**src/rtl/verinject_pkg.sv**
```systemverilog
// Shared types for the fault scheduler: idle bus value, FSM states and schedule entry layout.
package verinject_pkg;

  localparam int unsigned SCHED_CYCLE_W = 32;
  localparam int unsigned SCHED_BIT_W   = 32;
  localparam int unsigned SCHED_HOLD_W  = 8;

  localparam logic [SCHED_BIT_W-1:0] IDLE_STATE = 32'hFFFF_FFFF;

  typedef enum logic [1:0] {
    IDLE   = 2'd0,
    ARMED  = 2'd1,
    INJECT = 2'd2
  } sched_state_e;

  typedef struct packed {
    logic [SCHED_CYCLE_W-1:0] cycle;
    logic [SCHED_BIT_W-1:0]   bit_id;
    logic [SCHED_HOLD_W-1:0]  hold;
  } sched_entry_t;

endpackage

```
**src/rtl/verinject_sched_fifo.sv**
```systemverilog
// Synchronous FIFO of schedule entries with registered full/empty/count.
module verinject_sched_fifo
  import verinject_pkg::*;
#(
  parameter int unsigned DEPTH = 8
) (
  input  logic                     clock,
  input  logic                     reset_n,
  input  logic                     clear,
  input  logic                     push,
  input  sched_entry_t             push_data,
  input  logic                     pop,
  output sched_entry_t             head,
  output logic                     full,
  output logic                     empty,
  output logic [$clog2(DEPTH):0]   count
);

  localparam int unsigned PTR_W = $clog2(DEPTH);
  localparam int unsigned CNT_W = PTR_W + 1;

  sched_entry_t       mem [DEPTH];
  logic [PTR_W-1:0]   wr_ptr;
  logic [PTR_W-1:0]   rd_ptr;
  logic               do_push;
  logic               do_pop;
  logic [CNT_W-1:0]   count_d;

  assign do_push = push && !full;
  assign do_pop  = pop && !empty;
  assign count_d = count + CNT_W'(do_push) - CNT_W'(do_pop);
  assign head    = mem[rd_ptr];

  // Storage is not reset; occupancy tracking guards every read.
  always_ff @(posedge clock) begin
    if (do_push) begin
      mem[wr_ptr] <= push_data;
    end
  end

  always_ff @(posedge clock) begin
    if (!reset_n || clear) begin
      wr_ptr <= '0;
      rd_ptr <= '0;
      count  <= '0;
      full   <= 1'b0;
      empty  <= 1'b1;
    end else begin
      if (do_push) wr_ptr <= wr_ptr + PTR_W'(1);
      if (do_pop)  rd_ptr <= rd_ptr + PTR_W'(1);
      count <= count_d;
      full  <= (count_d == CNT_W'(DEPTH));
      empty <= (count_d == '0);
    end
  end

endmodule

```
**src/rtl/verinject_fault_scheduler.sv**
```systemverilog
// Drives the injector state bus from a queued schedule of (cycle, bit id, hold) windows.
module verinject_fault_scheduler
  import verinject_pkg::*;
#(
  parameter int unsigned DEPTH   = 8,
  parameter int unsigned CYCLE_W = SCHED_CYCLE_W,
  parameter int unsigned HOLD_W  = SCHED_HOLD_W
) (
  input  logic                     clock,
  input  logic                     reset_n,
  input  logic                     clear,
  input  logic                     run,
  input  logic                     load_valid,
  output logic                     load_ready,
  input  logic [CYCLE_W-1:0]       load_cycle,
  input  logic [31:0]              load_bit,
  input  logic [HOLD_W-1:0]        load_hold,
  output logic [31:0]              verinject__injector_state,
  output logic                     injecting,
  output logic [CYCLE_W-1:0]       cycle_count,
  output logic [$clog2(DEPTH):0]   pending,
  output logic                     late,
  output logic                     bad_entry
);

  sched_state_e        state_q;
  sched_state_e        state_d;
  logic [HOLD_W-1:0]   hold_q;
  logic [HOLD_W-1:0]   hold_d;
  logic [31:0]         bus_d;
  logic                fire;
  logic                late_set;
  logic                last_clk;
  logic                due;
  logic                accept;
  logic                push;
  logic                bad_set;
  logic [CYCLE_W:0]    next_count;
  logic [CYCLE_W-1:0]  head_cycle;
  sched_entry_t        push_data;
  sched_entry_t        head;
  logic                fifo_full;
  logic                fifo_empty;

  assign accept     = load_valid && load_ready;
  assign push       = accept && (load_bit != IDLE_STATE);
  assign bad_set    = accept && (load_bit == IDLE_STATE);
  assign push_data  = '{cycle: SCHED_CYCLE_W'(load_cycle), bit_id: load_bit, hold: SCHED_HOLD_W'(load_hold)};
  assign load_ready = !fifo_full;

  verinject_sched_fifo #(.DEPTH(DEPTH)) u_fifo (
    .clock     (clock),
    .reset_n   (reset_n),
    .clear     (clear),
    .push      (push),
    .push_data (push_data),
    .pop       (fire),
    .head      (head),
    .full      (fifo_full),
    .empty     (fifo_empty),
    .count     (pending)
  );

  // Compare against cycle_count+1 so the bus change lines up with the counter reaching head.cycle.
  assign head_cycle = CYCLE_W'(head.cycle);
  assign next_count = {1'b0, cycle_count} + (CYCLE_W+1)'(1);
  assign due        = run && !fifo_empty && ({1'b0, head_cycle} <= next_count);
  assign last_clk   = (state_q == INJECT) && (hold_q == '0);

  always_ff @(posedge clock) begin
    if (!reset_n || clear) begin
      state_q <= IDLE;
    end else begin
      state_q <= state_d;
    end
  end

  always_comb begin
    state_d = state_q;
    case (state_q)
      IDLE:    if (!fifo_empty) state_d = ARMED;
      ARMED: begin
        if (due)             state_d = INJECT;
        else if (fifo_empty) state_d = IDLE;
      end
      INJECT: begin
        if (last_clk) begin
          if (due)             state_d = INJECT;
          else if (fifo_empty) state_d = IDLE;
          else                 state_d = ARMED;
        end
      end
      default: state_d = IDLE;
    endcase
  end

  always_comb begin
    fire     = due && ((state_q == ARMED) || last_clk);
    hold_d   = hold_q;
    bus_d    = verinject__injector_state;
    late_set = 1'b0;
    if (fire) begin
      hold_d   = HOLD_W'(head.hold);
      bus_d    = head.bit_id;
      late_set = (head_cycle < cycle_count);
    end else if (state_q == INJECT) begin
      if (last_clk) bus_d  = IDLE_STATE;
      else          hold_d = hold_q - HOLD_W'(1);
    end
  end

  // Output registers, window countdown, saturating run counter and sticky flags.
  always_ff @(posedge clock) begin
    if (!reset_n || clear) begin
      hold_q                    <= '0;
      verinject__injector_state <= IDLE_STATE;
      injecting                 <= 1'b0;
      cycle_count               <= '0;
      late                      <= 1'b0;
      bad_entry                 <= 1'b0;
    end else begin
      hold_q                    <= hold_d;
      verinject__injector_state <= bus_d;
      injecting                 <= (bus_d != IDLE_STATE);
      if (run && (cycle_count != '1)) cycle_count <= cycle_count + CYCLE_W'(1);
      late                      <= late | late_set;
      bad_entry                 <= bad_entry | bad_set;
    end
  end

endmodule

```
**config.mk**
```make
export PLATFORM = sky130hd
export DESIGN_NAME = verinject_fault_scheduler
export DESIGN_NICKNAME = d
export VERILOG_FILES = /design/src/rtl/verinject_pkg.sv /design/src/rtl/verinject_sched_fifo.sv /design/src/rtl/verinject_fault_scheduler.sv
export SDC_FILE = /design/constraint.sdc
export NUM_CORES = 1
export LEC_CHECK = 0
export CAP_MARGIN = 5
export CELL_PAD_IN_SITES_DETAIL_PLACEMENT = 0
export CELL_PAD_IN_SITES_GLOBAL_PLACEMENT = 1
export CORE_AREA = 2 2 230 232
export CTS_BUF_LIST = sky130_fd_sc_hd__clkbuf_8
export CTS_CLUSTER_DIAMETER = 60
export DETAILED_ROUTE_END_ITERATION = 10
export DIE_AREA = 0 0 232 234
export PLACE_DENSITY_LB_ADDON = 0.1
export SYNTH_ARGS = -nofsm -noshare
export SYNTH_HDL_FRONTEND = slang
export SYNTH_SLANG_ARGS = --single-unit
```
**constraint.sdc**
```tcl
create_clock -name clock -period 10.9 [get_ports clock]
set_input_delay 2.18 -clock clock [delete_from_list [all_inputs] [get_ports clock]]
set_output_delay 2.18 -clock clock [all_outputs]
set_load 0.02 [all_outputs]
```
**Yosys cells after proc, flatten, opt, wreduce, memory -nomap -nowiden**

Memory sizes are Yosys's and may differ from the RTL's. A register that Yosys moved wholly into a read port is not among the register bits.
Index checks and enable logic that the tools add are counted.

- Bits in registers: 89
- Bits in writable memories: 576
- Bits of input ports: 77
- Output and inout port bits: 72
- Word-level logic and storage cells: 74
- Memories kept: 1

- Add/subtract/negate cells: 7
- Order comparisons: 2
- Equal/unequal tests: 11
- Multiplexer cells: 18
- Bitwise gates (word level): 2
- Reductions and logical operators: 21

Memory list:

| memory | words | width | read ports | clocked after Yosys merged registers in | wr ports | line | text |
|---|---|---|---|---|---|---|---|
| u_fifo.mem | 8 | 72 | 1 | 1 | 1 | verinject_sched_fifo.sv:22 | `sched_entry_t mem [DEPTH];` |

Operators with widths:

| cell | number |
|---|---|
| $mux 32 | 3 |
| $ne 32x32->1 const B | 3 |
| $add 32x1->33 const B | 1 |
| $le 32x33->1 | 1 |
| $add 32x1->32 const B | 1 |
| $eq 32x32->1 const B | 1 |
| $lt 32x32->1 | 1 |
| $mux 8 | 3 |
| $logic_and 1x1->1 | 10 |
| $mux 2 | 5 |
| $logic_not 8->1 | 1 |
| $sub 8x1->8 const B | 1 |
| $add 3x1->3 const B | 2 |
| $mux 3 | 2 |
| $pmux 2 s3 | 1 |
| $add 4x1->4 | 1 |
| $eq 4x4->1 const B | 1 |
| $logic_not 4->1 | 1 |
| $mux 1 | 4 |
| $ne 2x2->1 const B | 2 |
| $sub 4x1->4 | 1 |
| $logic_not 1->1 | 3 |
| $ne 3x2->1 const B | 1 |
| $reduce_and 3->1 | 1 |
| other kinds (8) | 10 |

**Depth between registers and ports, before layout**

Gate-level depths: netlist (run 1).

- Depth in word-level cells: 7
- Depth in mapped cells: 26

**Hierarchy**

From an unflattened synthesis (run 1), not the netlist that was laid out.

- Cell total of the unflattened synthesis: 1591
- Area, all modules: 28048.2 µm²

By module, submodules not included:

| module | times used | cells each | area each (µm²) | sequential area each (µm²) |
|---|---|---|---|---|
| verinject_sched_fifo | 1 | 906 | 22556.6 | 17596.9 |
| verinject_fault_scheduler | 1 | 685 | 5491.5 | 1541.5 |

**Worst setup path before layout (run 1)**

No wires, ideal clock.

- Path type: in2reg
- Start point: input load_bit[6]
- End point: memory u_fifo.mem[1][0] (netlist name) (enable)
- Setup time: 605 ps
- Arrival time: 8163 ps
- Path slack: 2131 ps
- Cell stages on the path: 7
- Path buffers: 1
- Path through: nand4_1 nor4_1 nand2_1 and3_1 clkbuf_1 nand2b_1 nor3b_1

- Word-level cells in the longest chain between the ends: 5

RTL lines:

| element | line | text |
|---|---|---|
| from (decl) | verinject_fault_scheduler.sv:16 | `input logic [31:0] load_bit,` |
| $ne 32x32->1 | verinject_fault_scheduler.sv:46 | `assign push = accept && (load_bit != IDLE_STATE);` |
| $logic_and 1x1->1 | verinject_fault_scheduler.sv:46 |  |
| $logic_and 1x1->1 | verinject_sched_fifo.sv:29 | `assign do_push = push && !full;` |
| via u_fifo.do_push | verinject_sched_fifo.sv:25 | `logic do_push;` |
| $mux 1 | verinject_sched_fifo.sv:36 | `if (do_push) begin` |
| $mux 1 (implied by the code) | verinject_sched_fifo.sv:37 | `mem[wr_ptr] <= push_data;` |
| to (decl) | verinject_sched_fifo.sv:22 |  |

The timed path passes the listed nets, and every way through them passes these cells.

==> impl_metrics.toml, run 1 <==
[worst_setup_path]
r2r_cells = 18
r2r-end = "u_fifo.empty"
criticalPathCategory = "flip-flop to flip-flop"
worst-endpoint-arrival_ps = 7990
setup.worst_path.start_class = "flip-flop"
reg2reg_setup_slack_ps = 3520
endpoint = "u_fifo.empty"
worst_setup_path_end_kind = "flip-flop"
crit_fanout = 78
cp.required_ps = 11510

[global_route]
met1_usage_pct = 33.1
first_global_vias = 15500
grt.met2_usage_pct = 38.9
grt_first_pass_wirelength_um = 95000
antenna_found_initial = 2
grt_max_degree = 79
grt_remaining_overflow = 0
use_met3_pct = 3.64
top_usage_layer = "met2"
grt_use_total_pct = 23.8

[placement]
dp_hpwl_um = 37800
post-place-ws_ps = 3400
place.gp.congestion = 0.815
io_buffers = 148
dp_cells = 2393
place_area_um2 = 30000

[synthesis]
syn_nets = 1756
synth_area_um2 = 27700
postSynthCellCount = 1605
ys.flop_type = "edfxtp_1"
synth_edf_count = 576
ys_top_cells_by_area = "edfxtp_1 (62%), mux4_2 (12%), dfxtp_1 (6.6%), ha_1 (3.3%), xnor2_1 (1.8%)"
syn_area_per_cell_um2 = 17.3
synth_seq_cells = 668
synth.yosys.warnings = 0
synth.distinct_cells = 59
yosysSeqAreaShare_pct = 69.0
async_flop_share_pct = 0
synthTopCellsByCount = "edfxtp_1 (576), mux4_2 (144), dfxtp_1 (92)"
synth.most_common_cell = "edfxtp_1"
yosysTopAreaCell = "edfxtp_1"
synth_top_cell_area_share_pct = 62.4

[drt]
first_pass_iters = 6
vias = 15000
drc = 0
drt_iter0_drc = 1207
wire_per_inst_um = 24.3
vias_per_cell = 5.83
wirelength_um = 62700
final_antenna_net_count = 0

[cells_and_area]
finalInstanceArea_um2 = 32000
fin_nets = 1962
area_growth_pct = 15.3
layout-drive-gt1-share_pct = 19.2
final-instance-count-excl-fill = 2582

[sta]
setup_violations = 0
post-route-worst-setup-slack_ps = 3520
grt_setup_unrepaired = "false"
tightest_slew_ps = 1110
finalCritPeriodShare_pct = 67.7
fmax_mhz = 136
tns_ps = 0
hold_viol_final = 0
slew_violations = 0
maxSlewHeadroom_pct = 25.2
finClkSkew_ps = 19.0
min_period_ps = 7380

[floorplanning]
std_cell_rows = 84
die_h_um = 234
start_util_pct = 53.3
coreArea_um2 = 52000
die_area_um2 = 54300
pin_count = 149
die_x_um = 232

[worst_hold_path]
hp-class = "flip-flop to flip-flop"

[clocking]
htreeDepth = 3
path_clk_slew_ps = 60
cts_resized = 0
cts_tree = "built"
clock_path_buffers = 3
cts_setup_buffers = 0
cts.sinks = 668
cts_hold_buffers = 0
clock_latency_ps = 690
cts-root-buf = "clkbuf_8"
cts_buffers = 104

[power]
irDropWorstVdd_uv = 93.6
leakage_uw = 0.0102
total_power_uw = 4970
pwr_density_cell_nw_per_um2 = 155

[status]
status = "finished clean"

[flow_run]
cap_viol_max_count = 0
-- where the power goes --
part	switching (uW)	total, uW	internal [uW]
Combinational	112	191	78.8
Sequential	8.67	2820	2810
Clock	945	1960	1020
Total	1070	4970	3910
-- stage by stage --
step	hold WS [ps]	util, %
after global placement	461	57.7
after global routing	522	61.5
after floorplan	453	-
final	481	61.5
after CTS	479	61.5
after detailed placement	473	57.7
-- kinds of logic after synthesis --
group,synth area share (%)
flops,69.0
simple gates,6.33
mux,14.7
compound gates,2.93
buf+inv,1.80
fa+ha+maj,3.37
xor+xnor,1.89
-- per-layer routing --
metal / part of all wire (%) / up-vias
li1: - / 6797
met1: 43 / 7689
met2: 49 / 468
met3: 5.7 / 93
met4: 2.2 / 2
met5: 0.021 / -
-- state kept, by name, indices dropped and copies added (netlist names), named ones only --
| register | flops |
|---|---|
| state_q | 2 |
| u_fifo.count | 4 |
| hold_q | 8 |
| u_fifo.full | 1 |
| u_fifo.wr_ptr | 3 |
| injecting | 1 |
| u_fifo.rd_ptr | 3 |
| late | 1 |
| u_fifo.empty | 1 |
| verinject__injector_state | 32 |
| bad_entry | 1 |
| u_fifo.mem | 576 |
| cycle_count | 32 |
-- area by class of cell --
type | count | area, um2
fillers | 3814 | 20000
flip-flops and latches | 668 | 19100
well taps | 688 | 861
multi-input cells | 819 | 8150
clock buffers | 119 | 1640
diodes | 1 | 2.50
inverters | 46 | 174
repair buffers | 172 | 1670
clock inverters | 69 | 333
-- worst min-delay path by stage --
stage,startpoint,to,slack [ps],cells after the start
global route,hold_q[7],hold_q[7],520,2
global placement,u_fifo.rd_ptr[2],flip-flop,460,2
CTS,u_fifo.rd_ptr[2],flip-flop,480,2
floorplan,hold_q[7],hold_q[7],450,2
detailed placement,u_fifo.rd_ptr[2],flip-flop,470,2
finish,u_fifo.rd_ptr[2],flip-flop,480,2
-- worst max-delay path: stages (launching register included) --
cell,delay [ps]
dfxtp_4,960
buf_12,540
mux4_2,570
mux2_2,320
ha_1,300
a21oi_1,60
o21ai_0,260
a211oi_1,130
nor3b_1,750
nor3_1,330
nor2_4,280
clkinv_2,760
ha_1,630
inv_1,40
ha_1,200
fa_1,390
xor2_1,170
or3_1,330
a21oi_1,160
-- cells in the final DEF, fill, tap and decap left out, types with 7 or more instances in the layout --
master and instances:
nand3_1 20, mux2_2 36, nand2_1 57, edfxtp_1 576, clkbuf_8 119, a21o_1 9, clkinv_1 11, mux4_2 144
nor2_1 53, nor4_1 16, clkdlybuf4s50_1 148, or3_1 12, a21oi_1 42, nor3_1 52, and4_1 8, ha_1 73
dfxtp_1 89, nand2b_1 7, and2_1 37, mux2i_1 42, inv_1 87, buf_4 23, xnor2_1 57, nand4_1 33
clkinv_2 10, o21ai_0 47
Note: power is estimated with default switching activity, not from simulation.
==> run 2: changes to the inputs <==
==> constraint.sdc (replaced) <==
create_clock -name clock -period 6.92 [get_ports clock]
set_input_delay 1.384 -clock clock [delete_from_list [all_inputs] [get_ports clock]]
set_output_delay 1.384 -clock clock [all_outputs]
set_load 0.02 [all_outputs]
==> impl_metrics.toml, run 2 (synthesis gave the netlist of run 1 again) <==
[drt]
drc = 0
final_antenna_net_count = 0
vias = 15000
wirelength_um = 62800
first_pass_iters = 5
vias_per_cell = 5.79
drt_iter0_drc = 1174
wire_per_inst_um = 24.2

[cells_and_area]
layout_common_cells = "edfxtp_1 (576), clkdlybuf4s50_1 (148), mux4_2 (144), clkbuf_8 (116), dfxtp_1 (89)"
area_growth_pct = 15.9
fin_nets = 1968
largest_register_ffs = 576
final-instance-count-excl-fill = 2594
regMostFlops = "u_fifo.mem"
final_common_cell = "edfxtp_1"
layout-drive-gt1-share_pct = 19.3
reg_top3 = "u_fifo.mem (576), cycle_count (32), verinject__injector_state (32)"

[worst_setup_path]
path_cells = "nand3_1 -> or3_1 -> nor4b_1 -> and2_1 -> nand4_1 -> xnor2_1 -> ha_1 -> nand2_1 -> o21ai_0 -> nand2b_1 -> nor3b_1 -> nor3_1 -> buf_4 -> nor2_4 -> clkinv_2 -> ha_1 -> inv_1 -> ha_1 -> fa_1 -> xor2_1 -> or3_1 -> a21oi_1"
worstSetupStartpoint = "cycle_count[10]"
endpoint = "u_fifo.empty"
crit_top_cell = "ha_1"
cp.required_ps = 7550
worst_setup_path_end_kind = "flip-flop"
crit_fanout = 8
reg2reg_setup_slack_ps = 770
r2r_start = "cycle_count[10]"
r2r_cells = 22
slowest_delay_ps = 720
worst-endpoint-arrival_ps = 6770
r2r-end = "u_fifo.empty"
setup.worst_path.start_class = "flip-flop"
criticalPathCategory = "flip-flop to flip-flop"
cp_slowest_cell = "nor4b_1"

[sta]
slew_violations = 0
finalCritPeriodShare_pct = 88.8
hold_viol_final = 0
tns_ps = 0
tightest_slew_ps = 1120
grt_setup_unrepaired = "false"
holdWs_ps = 472
min_period_ps = 6150
setup_violations = 0
finClkSkew_ps = 32.0
fmax_mhz = 163
maxSlewHeadroom_pct = 25.1

[clocking]
clock_latency_ps = 690
clock_path_buffers = 3
cts-root-buf = "clkbuf_8"
cts_hold_buffers = 0
cts_setup_buffers = 0
cts.sinks = 668
cts_buffers = 106
path_clk_slew_ps = 60
htreeDepth = 3
cts_resized = 0
cts_tree = "built"

[global_route]
first_global_vias = 15500
grt_max_degree = 78
grt_first_pass_wirelength_um = 94200
grt_use_total_pct = 23.6
antenna_found_initial = 1
grt_remaining_overflow = 0

[placement]
io_buffers = 148
dp_cells = 2397
dp_hpwl_um = 37400
place.gp.congestion = 0.825

[floorplanning]
coreArea_um2 = 52000
die_x_um = 232
start_util_pct = 53.3
die_h_um = 234
die_area_um2 = 54300
pin_count = 149
std_cell_rows = 84

[power]
leakage_uw = 0.0102
pwr_density_cell_nw_per_um2 = 247
irDropWorstVdd_uv = 178

[status]
status = "finished clean"

[flow_run]
cap_viol_max_count = 0

[worst_hold_path]
hp-class = "flip-flop to flip-flop"
-- run 2: cell count changes in the layout (fill, tap and decap cells not counted), moves of 2 or more --
| cell | delta |
|---|---|
| nor3b_4 | +2 |
| nor3b_2 | -2 |
| clkinv_1 | +8 |
| clkbuf_8 | -3 |
| bufinv_16 | +3 |
| buf_4 | +2 |
| buf_12 | +2 |
-- run 2: final cells by class --
class                   count  area, um2
fillers                  3894      19900
flip-flops and latches    668      19100
multi-input cells         819       8170
repair buffers            176       1730
clock buffers             116       1600
well taps                 688        861
clock inverters            80        444
inverters                  46        174
diodes                      1       2.50
-- run 2: worst max-delay path, delay by kind of cell, from the launching register on --
kind | cells | cell delay [ps]
compound gates | 2 | 370
xor+xnor | 2 | 370
fa+ha+maj | 4 | 1180
buf+inv | 3 | 360
flops | 1 | 470
simple gates | 11 | 3350
-- run 2: layer usage --
| layer | share of wire [%] | GRT usage (%) |
|---|---|---|
| met2 | 49 | 39.2 |
| met1 | 43 | 32.6 |
| met5 | 0.014 | 0 |
| met4 | 1.5 | 6.33 |
| met3 | 5.8 | 4.12 |
-- run 2: worst min-delay path by stage --
| stage | from | end | depth (start not counted) |
|---|---|---|---|
| 5_1_grt | bad_entry | bad_entry | 2 |
| 3_5_place_dp | bad_entry | bad_entry | 2 |
| 3_3_place_gp | bad_entry | bad_entry | 2 |
| 4_1_cts | bad_entry | bad_entry | 2 |
| 6_report | bad_entry | bad_entry | 2 |
| 2_1_floorplan | hold_q[7] | hold_q[7] | 2 |
-- run 2: metrics by stage --
stage	cell area [um2]	worst slack, ps	util [%]	power [uW]
global route	32100	272	61.8	8220
CTS	32100	818	61.8	8020
floorplan	27700	-1050	-	4670
global placement	30100	962	57.8	4810
finish	32100	773	61.8	7940
detailed placement	30100	813	57.8	4830
-- run 2: power by group --
group	internal [uW]	leakage, uW	switching (uW)	total (uW)
clock	1690	0.00120	1510	3200
sequential	4420	0.00598	13.9	4440
combinational	124	0.00305	178	302
